**src/rtl/systolic_array_neg_chain_ctrl_pkg.sv**
```systemverilog
// Shared types for the optical-flow systolic array controllers.
package systolic_array_pkg;

   typedef enum logic [1:0] {
      IDLE  = 2'd0,
      RUN   = 2'd1,
      DRAIN = 2'd2
   } state_t;

   localparam int unsigned SHAMT_NBITS = 3;

   typedef struct packed {
      logic [SHAMT_NBITS-1:0] shamt1;
      logic [SHAMT_NBITS-1:0] shamt2;
   } shamt_pair_t;

endpackage

```
**src/rtl/systolic_array_neg_chain_ctrl_outq.sv**
```systemverilog
// Synchronous result FIFO: val/rdy on both sides, output read straight from storage
// registers (no enqueue-to-dequeue bypass), occupancy exported for credit tracking.
module systolic_array_neg_chain_outq
   import systolic_array_pkg::*;
#(
   parameter int unsigned p_depth = 16,
   parameter int unsigned p_width = 32
) (
   input  logic                           i_clk,
   input  logic                           i_reset,
   input  logic                           i_enq_val,
   output logic                           o_enq_rdy,
   input  logic [p_width-1:0]             i_enq_msg,
   output logic                           o_deq_val,
   input  logic                           i_deq_rdy,
   output logic [p_width-1:0]             o_deq_msg,
   output logic [$clog2(p_depth+1)-1:0]   o_occupancy
);

   localparam int unsigned PtrW = (p_depth > 1) ? $clog2(p_depth) : 1;
   localparam int unsigned CntW = $clog2(p_depth + 1);

   logic [p_width-1:0] r_mem [p_depth];
   logic [PtrW-1:0]    r_wr_ptr;
   logic [PtrW-1:0]    r_rd_ptr;
   logic [CntW-1:0]    r_count;
   logic               w_enq;
   logic               w_deq;

   function automatic logic [PtrW-1:0] ptr_inc(input logic [PtrW-1:0] p);
      return (p == PtrW'(p_depth - 1)) ? '0 : p + 1'b1;
   endfunction

   assign o_enq_rdy   = (r_count != CntW'(p_depth));
   assign o_deq_val   = (r_count != '0);
   assign o_deq_msg   = r_mem[r_rd_ptr];
   assign o_occupancy = r_count;
   assign w_enq       = i_enq_val && o_enq_rdy;
   assign w_deq       = o_deq_val && i_deq_rdy;

   always_ff @(posedge i_clk) begin
      if (i_reset) begin
         r_wr_ptr <= '0;
         r_rd_ptr <= '0;
         r_count  <= '0;
      end else begin
         if (w_enq) begin
            r_mem[r_wr_ptr] <= i_enq_msg;
            r_wr_ptr        <= ptr_inc(r_wr_ptr);
         end
         if (w_deq) begin
            r_rd_ptr <= ptr_inc(r_rd_ptr);
         end
         r_count <= r_count + CntW'(w_enq) - CntW'(w_deq);
      end
   end

endmodule

```
**src/rtl/systolic_array_neg_chain_ctrl.sv**
```systemverilog
// Sequencer for a chain of NegPE elements: holds per-PE shift amounts, injects a frame
// of samples, and collects chain results through a credit-protected output queue.
module systolic_array_neg_chain_ctrl
   import systolic_array_pkg::*;
#(
   parameter int unsigned data_width    = 32,
   parameter int unsigned p_shamt_nbits = 3,
   parameter int unsigned p_num_pes     = 4,
   parameter int unsigned p_chain_lat   = 8,
   parameter int unsigned p_out_depth   = 16,
   parameter int unsigned p_len_nbits   = 8
) (
   input  logic                                 clk,
   input  logic                                 reset,
   input  logic                                 cfg_val,
   output logic                                 cfg_rdy,
   input  logic [$clog2(p_num_pes):0]           cfg_idx,
   input  logic [p_shamt_nbits-1:0]             cfg_shamt1,
   input  logic [p_shamt_nbits-1:0]             cfg_shamt2,
   input  logic                                 go_val,
   output logic                                 go_rdy,
   input  logic [p_len_nbits-1:0]               go_len,
   input  logic                                 in_val,
   output logic                                 in_rdy,
   input  logic [data_width-1:0]                in_msg,
   output logic                                 out_val,
   input  logic                                 out_rdy,
   output logic [data_width-1:0]                out_msg,
   output logic                                 done,
   output logic [data_width-1:0]                chain_x,
   output logic [data_width-1:0]                chain_y,
   input  logic [data_width-1:0]                chain_y_res,
   output logic [p_num_pes*p_shamt_nbits-1:0]   shamt1_vec,
   output logic [p_num_pes*p_shamt_nbits-1:0]   shamt2_vec
);

   localparam int unsigned CredW = $clog2(p_out_depth + 1);
   localparam int unsigned VecW  = p_num_pes * p_shamt_nbits;

   state_t                  r_state;
   logic [p_len_nbits-1:0]  r_remaining;
   logic [CredW-1:0]        r_credits;
   logic [p_chain_lat:0]    r_vpipe;
   logic [data_width-1:0]   r_chain_x;
   logic [data_width-1:0]   r_chain_y;
   logic [VecW-1:0]         r_shamt1_vec;
   logic [VecW-1:0]         r_shamt2_vec;

   logic                    w_cfg_fire;
   logic                    w_go_fire;
   logic                    w_in_fire;
   logic                    w_out_fire;
   logic                    w_done;
   logic                    w_enq_rdy;
   logic [CredW-1:0]        w_occupancy;

   // Ready signals come only from registers so no val->rdy loop forms outside.
   assign cfg_rdy    = (r_state == IDLE);
   assign go_rdy     = (r_state == IDLE);
   assign in_rdy     = (r_state == RUN) && (r_remaining != '0) &&
                       (r_credits < CredW'(p_out_depth));
   assign w_done     = (r_state == DRAIN) && (r_vpipe == '0) && (w_occupancy == '0);
   assign done       = w_done;

   assign w_cfg_fire = cfg_val && cfg_rdy;
   assign w_go_fire  = go_val && go_rdy;
   assign w_in_fire  = in_val && in_rdy;
   assign w_out_fire = out_val && out_rdy;

   assign chain_x    = r_chain_x;
   assign chain_y    = r_chain_y;
   assign shamt1_vec = r_shamt1_vec;
   assign shamt2_vec = r_shamt2_vec;

   always_ff @(posedge clk) begin
      if (reset) begin
         r_state     <= IDLE;
         r_remaining <= '0;
      end else begin
         case (r_state)
            IDLE: begin
               if (w_go_fire) begin
                  r_remaining <= go_len;
                  r_state     <= (go_len == '0) ? DRAIN : RUN;
               end
            end
            RUN: begin
               if (w_in_fire) begin
                  r_remaining <= r_remaining - 1'b1;
                  if (r_remaining == p_len_nbits'(1)) begin
                     r_state <= DRAIN;
                  end
               end
            end
            DRAIN: begin
               if (w_done) begin
                  r_state <= IDLE;
               end
            end
            default: r_state <= IDLE;
         endcase
      end
   end

   // Credits count queued plus in-flight results; the PEs cannot stall, so admission
   // is the only place back-pressure can act.
   always_ff @(posedge clk) begin
      if (reset) begin
         r_credits <= '0;
         r_vpipe   <= '0;
         r_chain_x <= '0;
         r_chain_y <= '0;
      end else begin
         case ({w_in_fire, w_out_fire})
            2'b10:   r_credits <= r_credits + 1'b1;
            2'b01:   r_credits <= r_credits - 1'b1;
            default: ;
         endcase
         r_vpipe   <= {r_vpipe[p_chain_lat-1:0], w_in_fire};
         r_chain_x <= w_in_fire ? in_msg : '0;
         r_chain_y <= '0;
      end
   end

   always_ff @(posedge clk) begin
      if (reset) begin
         r_shamt1_vec <= '0;
         r_shamt2_vec <= '0;
      end else begin
         for (int i = 0; i < int'(p_num_pes); i++) begin
            if (w_cfg_fire && (int'(cfg_idx) == i)) begin
               r_shamt1_vec[i*p_shamt_nbits +: p_shamt_nbits] <= cfg_shamt1;
               r_shamt2_vec[i*p_shamt_nbits +: p_shamt_nbits] <= cfg_shamt2;
            end
         end
      end
   end

   systolic_array_neg_chain_outq #(
      .p_depth (p_out_depth),
      .p_width (data_width)
   ) u_outq (
      .i_clk       (clk),
      .i_reset     (reset),
      .i_enq_val   (r_vpipe[p_chain_lat]),
      .o_enq_rdy   (w_enq_rdy),
      .i_enq_msg   (chain_y_res),
      .o_deq_val   (out_val),
      .i_deq_rdy   (out_rdy),
      .o_deq_msg   (out_msg),
      .o_occupancy (w_occupancy)
   );

   a_no_result_drop: assert property (@(posedge clk) disable iff (reset)
      r_vpipe[p_chain_lat] |-> w_enq_rdy);

endmodule
```
**config.mk**
```make
export PLATFORM = sky130hd
export DESIGN_NAME = systolic_array_neg_chain_ctrl
export DESIGN_NICKNAME = d
export VERILOG_FILES = /design/src/rtl/systolic_array_neg_chain_ctrl_pkg.sv /design/src/rtl/systolic_array_neg_chain_ctrl_outq.sv /design/src/rtl/systolic_array_neg_chain_ctrl.sv
export SDC_FILE = /design/constraint.sdc
export NUM_CORES = 1
export LEC_CHECK = 0
export BUFFER_PORTS_ARGS = -buffer_cell sky130_fd_sc_hd__buf_2
export CAP_MARGIN = 5
export CORE_MARGIN = 1
export CORE_UTILIZATION = 50
export DETAILED_ROUTE_END_ITERATION = 8
export PLACE_DENSITY = 0.69
export SYNTH_ARGS = -nofsm -noshare
export SYNTH_HDL_FRONTEND = slang
export SYNTH_SLANG_ARGS = --single-unit
```
**constraint.sdc**
```tcl
create_clock -name clk -period 6.5 [get_ports clk]
set_input_delay 0.325 -clock clk [delete_from_list [all_inputs] [get_ports clk]]
set_output_delay 0.325 -clock clk [all_outputs]
set_load 0.01 [all_outputs]
```
* Yosys cells after proc, flatten, opt, wreduce, memory -nomap -nowiden
Memories as Yosys holds them, arrays and structs flattened. A register that Yosys moved wholly into a read port is not among the register bits.
Cells that the tools add are included.
** Word-level totals
- Register bits :: 93
- Bits in latches :: 0
- RAM bits :: 512
- ROM bits :: 0
- Input bits :: 87
- Output and inout port bits :: 125
- Memories :: 1
** Memories
- u_outq.r_mem :: depth 16, width 32, rd ports 1, clocked after memory_dff 1, wr ports 1, line systolic_array_neg_chain_ctrl_outq.sv:23 : logic [p_width-1:0] r_mem [p_depth];
** Cells by class
- Add/subtract/negate cells :: 7
- Multipliers :: 0
- Div/mod/pow operators :: 0
- Magnitude comparators :: 1
- Eq/ne operators :: 15
- Shift-type cells :: 0
- Muxes and demuxes :: 17
- Bitwise operators :: 1
- Reductions and logical operators :: 25
** Operator list (count)
- $mux W4 :: 4
- $mux W8 :: 2
- $pmux W8 S2 :: 1
- $logic_and A1 B1 Y1 :: 13
- $mux W2 :: 5
- $pmux W5 S2 :: 1
- $logic_not A9 Y1 :: 1
- $add A4 B1 Y4 const B :: 2
- $eq A4 B4 Y1 const B :: 2
- $eq A8 B1 Y1 const B :: 1
- $logic_not A8 Y1 :: 1
- $reduce_bool A8 Y1 :: 1
- $sub A8 B1 Y8 const B :: 1
- $eq A3 B3 Y1 const B :: 2
- $pmux W2 S3 :: 1
- $add A5 B1 Y5 :: 1
- $add A5 B1 Y5 const B :: 1
- $logic_not A5 Y1 :: 1
- $lt A5 B5 Y1 const B :: 1
- $ne A5 B5 Y1 const B :: 1
- $reduce_bool A5 Y1 :: 1
- $sub A5 B1 Y5 :: 1
- $sub A5 B1 Y5 const B :: 1
- $eq A2 B1 Y1 const B :: 2
- other kinds (12) :: 18

* Logic depth before layout (Yosys ltp)
Gate-level depths: netlist of the first run.
- Word-level depth :: 6
- Depth in mapped cells :: 14

* Hierarchy
A second synthesis of the first run with hierarchy kept.
** Unflattened totals
- Cells, all modules :: 1228
- Area total of the unflattened synthesis :: 23316.1 um^2
** Modules (own cells, without submodules)
- systolic_array_neg_chain_outq :: instances 1, cells each 896, area each 20015.4 um^2, sequential area each 15715.1 um^2
- systolic_array_neg_chain_ctrl :: instances 1, cells each 332, area each 3300.7 um^2, sequential area each 1601.5 um^2

* Worst setup path before layout of the first run
Ideal clock, no wire load.
- Path type :: reg-to-reg
- Start point :: register u_outq.r_count[2], in the netlist u_outq.o_occupancy[2]
- End point :: memory u_outq.r_mem[0][0], enable pin
- Setup time :: 461 ps
- Arrival :: 3329 ps
- Data required time :: 6039 ps
- Setup slack :: 2710 ps
- Stages on the path, launching flop included :: 7
- Path buffers :: 0
- Period minus slack after synthesis :: 3790 ps
- Cells stage by stage :: dfxtp_1 inv_1 ha_1 nor4bb_1 nor3_1 nand2_1 nor3_1
** On the way
- Longest elaborated chain between the ends :: 5
** Ends and longest elaborated chain
- start: declaration :: line systolic_array_neg_chain_ctrl_outq.sv:26 : logic [CntW-1:0] r_count;
- start signal: assignment :: line systolic_array_neg_chain_ctrl_outq.sv:54 : r_count <= r_count + CntW'(w_enq) - CntW'(w_deq);
- $ne A5 B5 Y1 :: line systolic_array_neg_chain_ctrl_outq.sv:34 : assign o_enq_rdy = (r_count != CntW'(p_depth));
- $logic_and A1 B1 Y1 :: line systolic_array_neg_chain_ctrl_outq.sv:38 : assign w_enq = i_enq_val && o_enq_rdy;
- $mux W1 :: line systolic_array_neg_chain_ctrl_outq.sv:47 : if (w_enq) begin
- $mux W1 :: line systolic_array_neg_chain_ctrl_outq.sv:42 : if (i_reset) begin
- $mux W1 (implied by the code) :: line systolic_array_neg_chain_ctrl_outq.sv:48 : r_mem[r_wr_ptr] <= i_enq_msg;
- end: declaration :: line systolic_array_neg_chain_ctrl_outq.sv:23
No other way between the ends.

==> run_results.csv, run 1 <==
group,metric,value,unit
synthesis,synth.largest_area_cell,"edfxtp_1",
global_route,use_met3,4.144,%
finish,fin_nets,1505,
route,drtIter0Drc,965,
global_route,grt_max_degree,88,
cts,cts_root_buffer,"clkbuf_16",
power,power_density,324.8,nW/µm²
place,placedInstanceArea,25130,µm²
global_route,grt_pass1_vias,11840,
sta,period_share,59.50,%
sta,relSlewSlack,31.45,%
sta,setup_tns,0,ps
sta,setup_ws,2633,ps
sta,hold_violations,0,
run,max-cap-violations,0,
global_route,grt.busiest_layer,"met2",
floorplanning,rows,79,
sta,worstMarginPinSlew,1028,ps
synthesis,yosysMostFrequentCell,"edfxtp_1",
hold_path,holdCritPathClass,"primary input to flip-flop",
floorplanning,core-area,46560,µm²
cts,cts_tree,"done",
place,portBuffers,179,
finish,fillers,3295,
synthesis,synth.ff_latch_count,609,
place,place_inst,1907,
synthesis,synth_cell_types,54,
sta,finalSetupViolCount,0,
route,dr.pass1.iters,5,
setup_path,cp_max_fo,72,
run_status,outcome,"complete, no violations",
synthesis,synth_common_cells,"edfxtp_1, mux4_2, dfxtp_1",
global_route,grt_antenna_before_repair,5,
cts,cts_max_path_buffers,3,
place,dp_hpwl,26070,µm
synthesis,syn_inst,1151,
global_route,grt_overflow,0,
cts,cts_setup_buffers,0,
cts,cts_buffers,59,
route,vias,11520,
finish,syn_to_final_growth,15.89,%
cts,clock_sinks,609,
power,leakagePower,9.392,nW
sta,fmax,258.6,MHz
route,drc,0,
floorplanning,initial_utilization,50.71,%
global_route,gr-usage-met1,27.18,%
place,pre_cts_slack,3156,ps
synthesis,synth-edff-count,512,
power,peakVddDrop,245.9,µV
synthesis,postSynthAreaPerCell,20.51,µm²
synthesis,synth.area.top_cells,"edfxtp_1, mux4_2, dfxtp_1, mux4_1, mux2i_1",
cts,cts_resized,0,
sta,skew,13.56,ps
global_route,grt_first_pass_wirelength,71280,µm
sta,grt_setup_unrepaired,"no",
cts,holdBufCountCts,38,
global_route,globalRouteMet2Util,34.09,%
cts,insertion_delay,610,ps
setup_path,critPathCaptureType,"output port",
finish,finalNonFillerCells,2056,
sta,finalMaxSlewViolations,0,
finish,fin_area,27360,µm²
route,avgViaCountPerCell,5.605,
synthesis,yosys_most_used_dff,"edfxtp_1",
synthesis,synthArstFlopShare,0,%
route,finalWirelength,48230,µm
route,ant_nets,0,
floorplanning,die_area,48090,µm²
floorplanning,chipHeight,219.3,µm
setup_path,crit_path_start_kind,"flip-flop",
finish,drive_gt1_share,29.05,%
global_route,grt_usage,20.34,%
synthesis,synth_top_cell_area_share,65.12,%
setup_path,worst-endpoint-required,6170,ps
cts,htree_levels,2,
floorplanning,pin_count,212,
synthesis,ys_warn_count,0,
setup_path,crit_type,"flip-flop to output port",
synthesis,ys_seq_area_share,73.34,%
cts,clk_pin_slew,60,ps
synthesis,synth_area,23610,µm²
setup_path,worstPathArrival,3540,ps
route,wire_per_inst,23.46,µm
sta,finalCriticalPeriod,3867,ps
floorplanning,chipWidth,219.3,µm
place,gp_congestion,0.7808,
## cell type report
class                   count  area (µm²)  area share [%]
flip-flops and latches    609       17330           63.32
multi-input cells         470        5883           21.50
clock buffers              80        1628           5.949
repair buffers            243        1484           5.423
well taps                 607       759.5           2.776
clock inverters            28       214.0          0.7819
inverters                  16       60.06          0.2195
diodes                      3       7.507         0.02744
## where the power goes
part | switching [mW] | internal, mW | total, mW
clock | 1.40 | 1.86 | 3.26
combinational | 0.542 | 0.673 | 1.22
sequential | 0.129 | 4.29 | 4.41
## worst max-delay path, cell delays in order (launching register included)
cell	delay (ps)
dfxtp_4	1020
buf_4	780
mux4_2	420
mux4_2	520
buf_2	170
## final timing paths
kind         cells after the start  slack (ps)                   startpoint                        end
max reg2reg                     10        3140  r_remaining[0]$_SDFFE_PP0P_  r_credits[4]$_SDFFE_PP0P_
max                              4        2630                    flip-flop                out_msg[11]
min                              3          50                      out_rdy                  flip-flop
min reg2reg                      1         460        r_vpipe[1]$_SDFF_PP0_      r_vpipe[2]$_SDFF_PP0_
## cell usage in the layout, fill, tap and decap left out, types with 17 or more instances in the layout
master           n
and2_1          34
ha_1            17
dfxtp_1         93
clkbuf_16       61
mux4_1          50
nand2_1         19
buf_4           25
mux4_2         110
edfxtp_1       512
conb_1          32
buf_2          179
mux2i_1         27
dlygate4sd3_1   38
a21oi_1         27
nor2_1          43
## routing by layer
layer	up-vias	wire length [µm]
met2	400	24380
li1	5123	-
met5	-	18
met4	4	907
met1	5920	19910
met3	77	3015
## per-stage QoR
step	hold slack, ps	power [mW]	utilization [%]
3_5_place_dp	455.7	5.715	53.98
2_1_floorplan	423.9	5.448	-
4_1_cts	13.12	8.985	58.76
6_report	49.19	8.888	58.77
5_1_grt	28.84	9.218	58.77
3_3_place_gp	447.3	5.683	53.98
## sequential cells by signal, indices dropped and copies added (netlist names), named ones only
register            count
chain_x                32
r_credits               5
r_remaining             8
r_state                 2
r_vpipe                 9
shamt1_vec             12
shamt2_vec             12
u_outq.o_occupancy      5
u_outq.r_mem          512
u_outq.r_rd_ptr         4
u_outq.r_wr_ptr         4
## logic make-up (layout without fill, tap and decap cells)
logic type               count (synthesis)  after routing  synth area share (%)
flip-flops                             609            609                 73.34
multiplexers                           188            188                 17.25
AND/OR/NAND/NOR                        167            167                 3.784
buffers and inverters                  103            367                 2.697
AO/OA/AOI/OAI                           56             56                 1.542
adder cells (fa/ha/maj)                 19             19                 1.070
XOR/XNOR                                 8              8                0.2967
other                                    1             35               0.01588
(Power assumes the default switching activity.)
==> run 2: changes to the inputs <==
==> constraint.sdc (replaced) <==
create_clock -name clk -period 3.6 [get_ports clk]
set_input_delay 0.18 -clock clk [delete_from_list [all_inputs] [get_ports clk]]
set_output_delay 0.18 -clock clk [all_outputs]
set_load 0.01 [all_outputs]
==> run 2 against run 1 <==
Global-route usage grew 0.34 points. Largest cell class unchanged. Sequential cell count is the same. Critical path depth is the same. Register-to-register slack lost 2600 ps. Clock skew grew 10 ps. Highest routed layer unchanged. First-iteration DRC count shrank 4.0%. Critical endpoint is now out_msg[31]. Largest power group unchanged.
==> run_results.csv, run 2 (synthesis gave the netlist of run 1 again) <==
group,metric,value,unit
finish,finalNonFillerCells,2108,
floorplanning,initial_utilization,50.71,%
place,pre_cts_slack,531.6,ps
floorplanning,chipWidth,219.3,µm
finish,fin_nets,1557,
finish,antennaDiodeCount,0,
global_route,grt_overflow,0,
setup_path,critPathCaptureType,"output port",
sta,setup_tns,0,ps
global_route,grt_first_pass_wirelength,73210,µm
power,power_density,580.9,nW/µm²
power,peakVddDrop,370.2,µV
sta,period_share,85.81,%
cts,cts_root_buffer,"clkbuf_16",
floorplanning,chipHeight,219.3,µm
finish,largest_reg_flops,512,
route,vias,11810,
global_route,grt_max_degree,63,
route,wire_per_inst,23.13,µm
cts,cts_setup_buffers,0,
cts,cts_tree,"done",
place,placedInstanceArea,25330,µm²
cts,cts_max_path_buffers,3,
place,gp_congestion,0.8024,
run_status,outcome,"complete, no violations",
global_route,grt_usage,20.68,%
setup_path,worstPathArrival,2910,ps
finish,mostFrequentLayoutCells,"edfxtp_1, buf_2, mux4_2, dfxtp_1, dlygate4sd3_1",
floorplanning,die_area,48090,µm²
sta,skew,23.54,ps
sta,relSlewSlack,45.65,%
power,finalPower,16.30,mW
route,finalWirelength,48750,µm
hold_path,holdCritPathClass,"primary input to flip-flop",
sta,finalSetupViolCount,0,
finish,fin_area,28060,µm²
route,dr.pass1.iters,5,
place,dp_hpwl,26230,µm
sta,fmax,323.7,MHz
setup_path,crit_path_start_kind,"flip-flop",
setup_path,cp_max_fo,36,
run,max-cap-violations,0,
finish,drive_gt1_share,28.91,%
floorplanning,pin_count,212,
cts,htree_levels,2,
setup_path,worst-endpoint-required,3420,ps
finish,regMostFlops,"u_outq.r_mem",
sta,grt_setup_unrepaired,"no",
place,portBuffers,179,
route,drtIter0Drc,926,
sta,finalCriticalPeriod,3089,ps
sta,worstMarginPinSlew,815.3,ps
global_route,grt_antenna_before_repair,1,
setup_path,reg2reg_slack,530,ps
floorplanning,core-area,46560,µm²
place,place_inst,1913,
finish,syn_to_final_growth,18.84,%
route,drc,0,
finish,layout_commonest_cell,"edfxtp_1",
sta,setup_ws,510.9,ps
power,leakagePower,9.662,nW
cts,clock_sinks,609,
floorplanning,rows,79,
cts,cts_buffers,61,
cts,clk_pin_slew,60,ps
sta,hold_violations,0,
route,ant_nets,0,
setup_path,crit_type,"flip-flop to output port",
global_route,grt_pass1_vias,12050,
cts,insertion_delay,620,ps
route,avgViaCountPerCell,5.604,
sta,finalMaxSlewViolations,0,
## run 2: metal layers
metal	share of wire (%)	global-route usage (%)
met1	42	28.30
met2	50	34.47
met3	6.0	3.451
met4	1.6	5.532
met5	0.027	0
## run 2: final timing paths
kind / startpoint / to / cells after the start
hold reg to reg: r_vpipe[5]$_SDFF_PP0_ / r_vpipe[6]$_SDFF_PP0_ / 1
setup / recovery: flip-flop / out_msg[31] / 4
hold / removal: go_len[0] / r_state[1]$_SDFFE_PP0P_ / 5
setup reg to reg: u_outq.o_occupancy[2]$_SDFF_PP0_ / r_credits[4]$_SDFFE_PP0P_ / 11
## run 2: per-stage QoR
| step | hold slack [ps] | utilization [%] |
|---|---|---|
| final | 79.76 | 60.27 |
| after global routing | 80.60 | 60.27 |
| after CTS | 37.63 | 60.27 |
| after detailed placement | 382.9 | 54.40 |
| after global placement | 378.6 | 54.40 |
| after floorplan | 278.9 | - |
## run 2: cell type report
| cell class | count | area (µm²) |
|---|---|---|
| Inverter | 16 | 60.06 |
| Clock buffer | 73 | 1593 |
| Multi-Input combinational cell | 470 | 5908 |
| Tap cell | 607 | 759.5 |
| Clock inverter | 40 | 317.8 |
| Sequential cell | 609 | 17330 |
| Fill cell | 3261 | 18500 |
| Timing Repair Buffer | 293 | 2095 |
## run 2: power by group
part	internal, mW	leakage, nW	total, mW	switching (mW)
registers	7.74	5.39	7.88	0.139
logic	1.27	3.33	2.39	1.13
clock network	3.43	0.945	6.03	2.60
## run 2: worst max-delay path: stages, from the launching register on
cell and delay, ps:
dfxtp_4 360, buf_4 550, mux4_1 690, mux4_2 520, buf_2 160
## run 2: timing repair
| item | 4_1_cts | 5_1_grt |
|---|---|---|
| hold buffers | 82 | 0 |
| endpoints found under the hold margin | 584 | 0 |
| resized for setup | 0 | 0 |
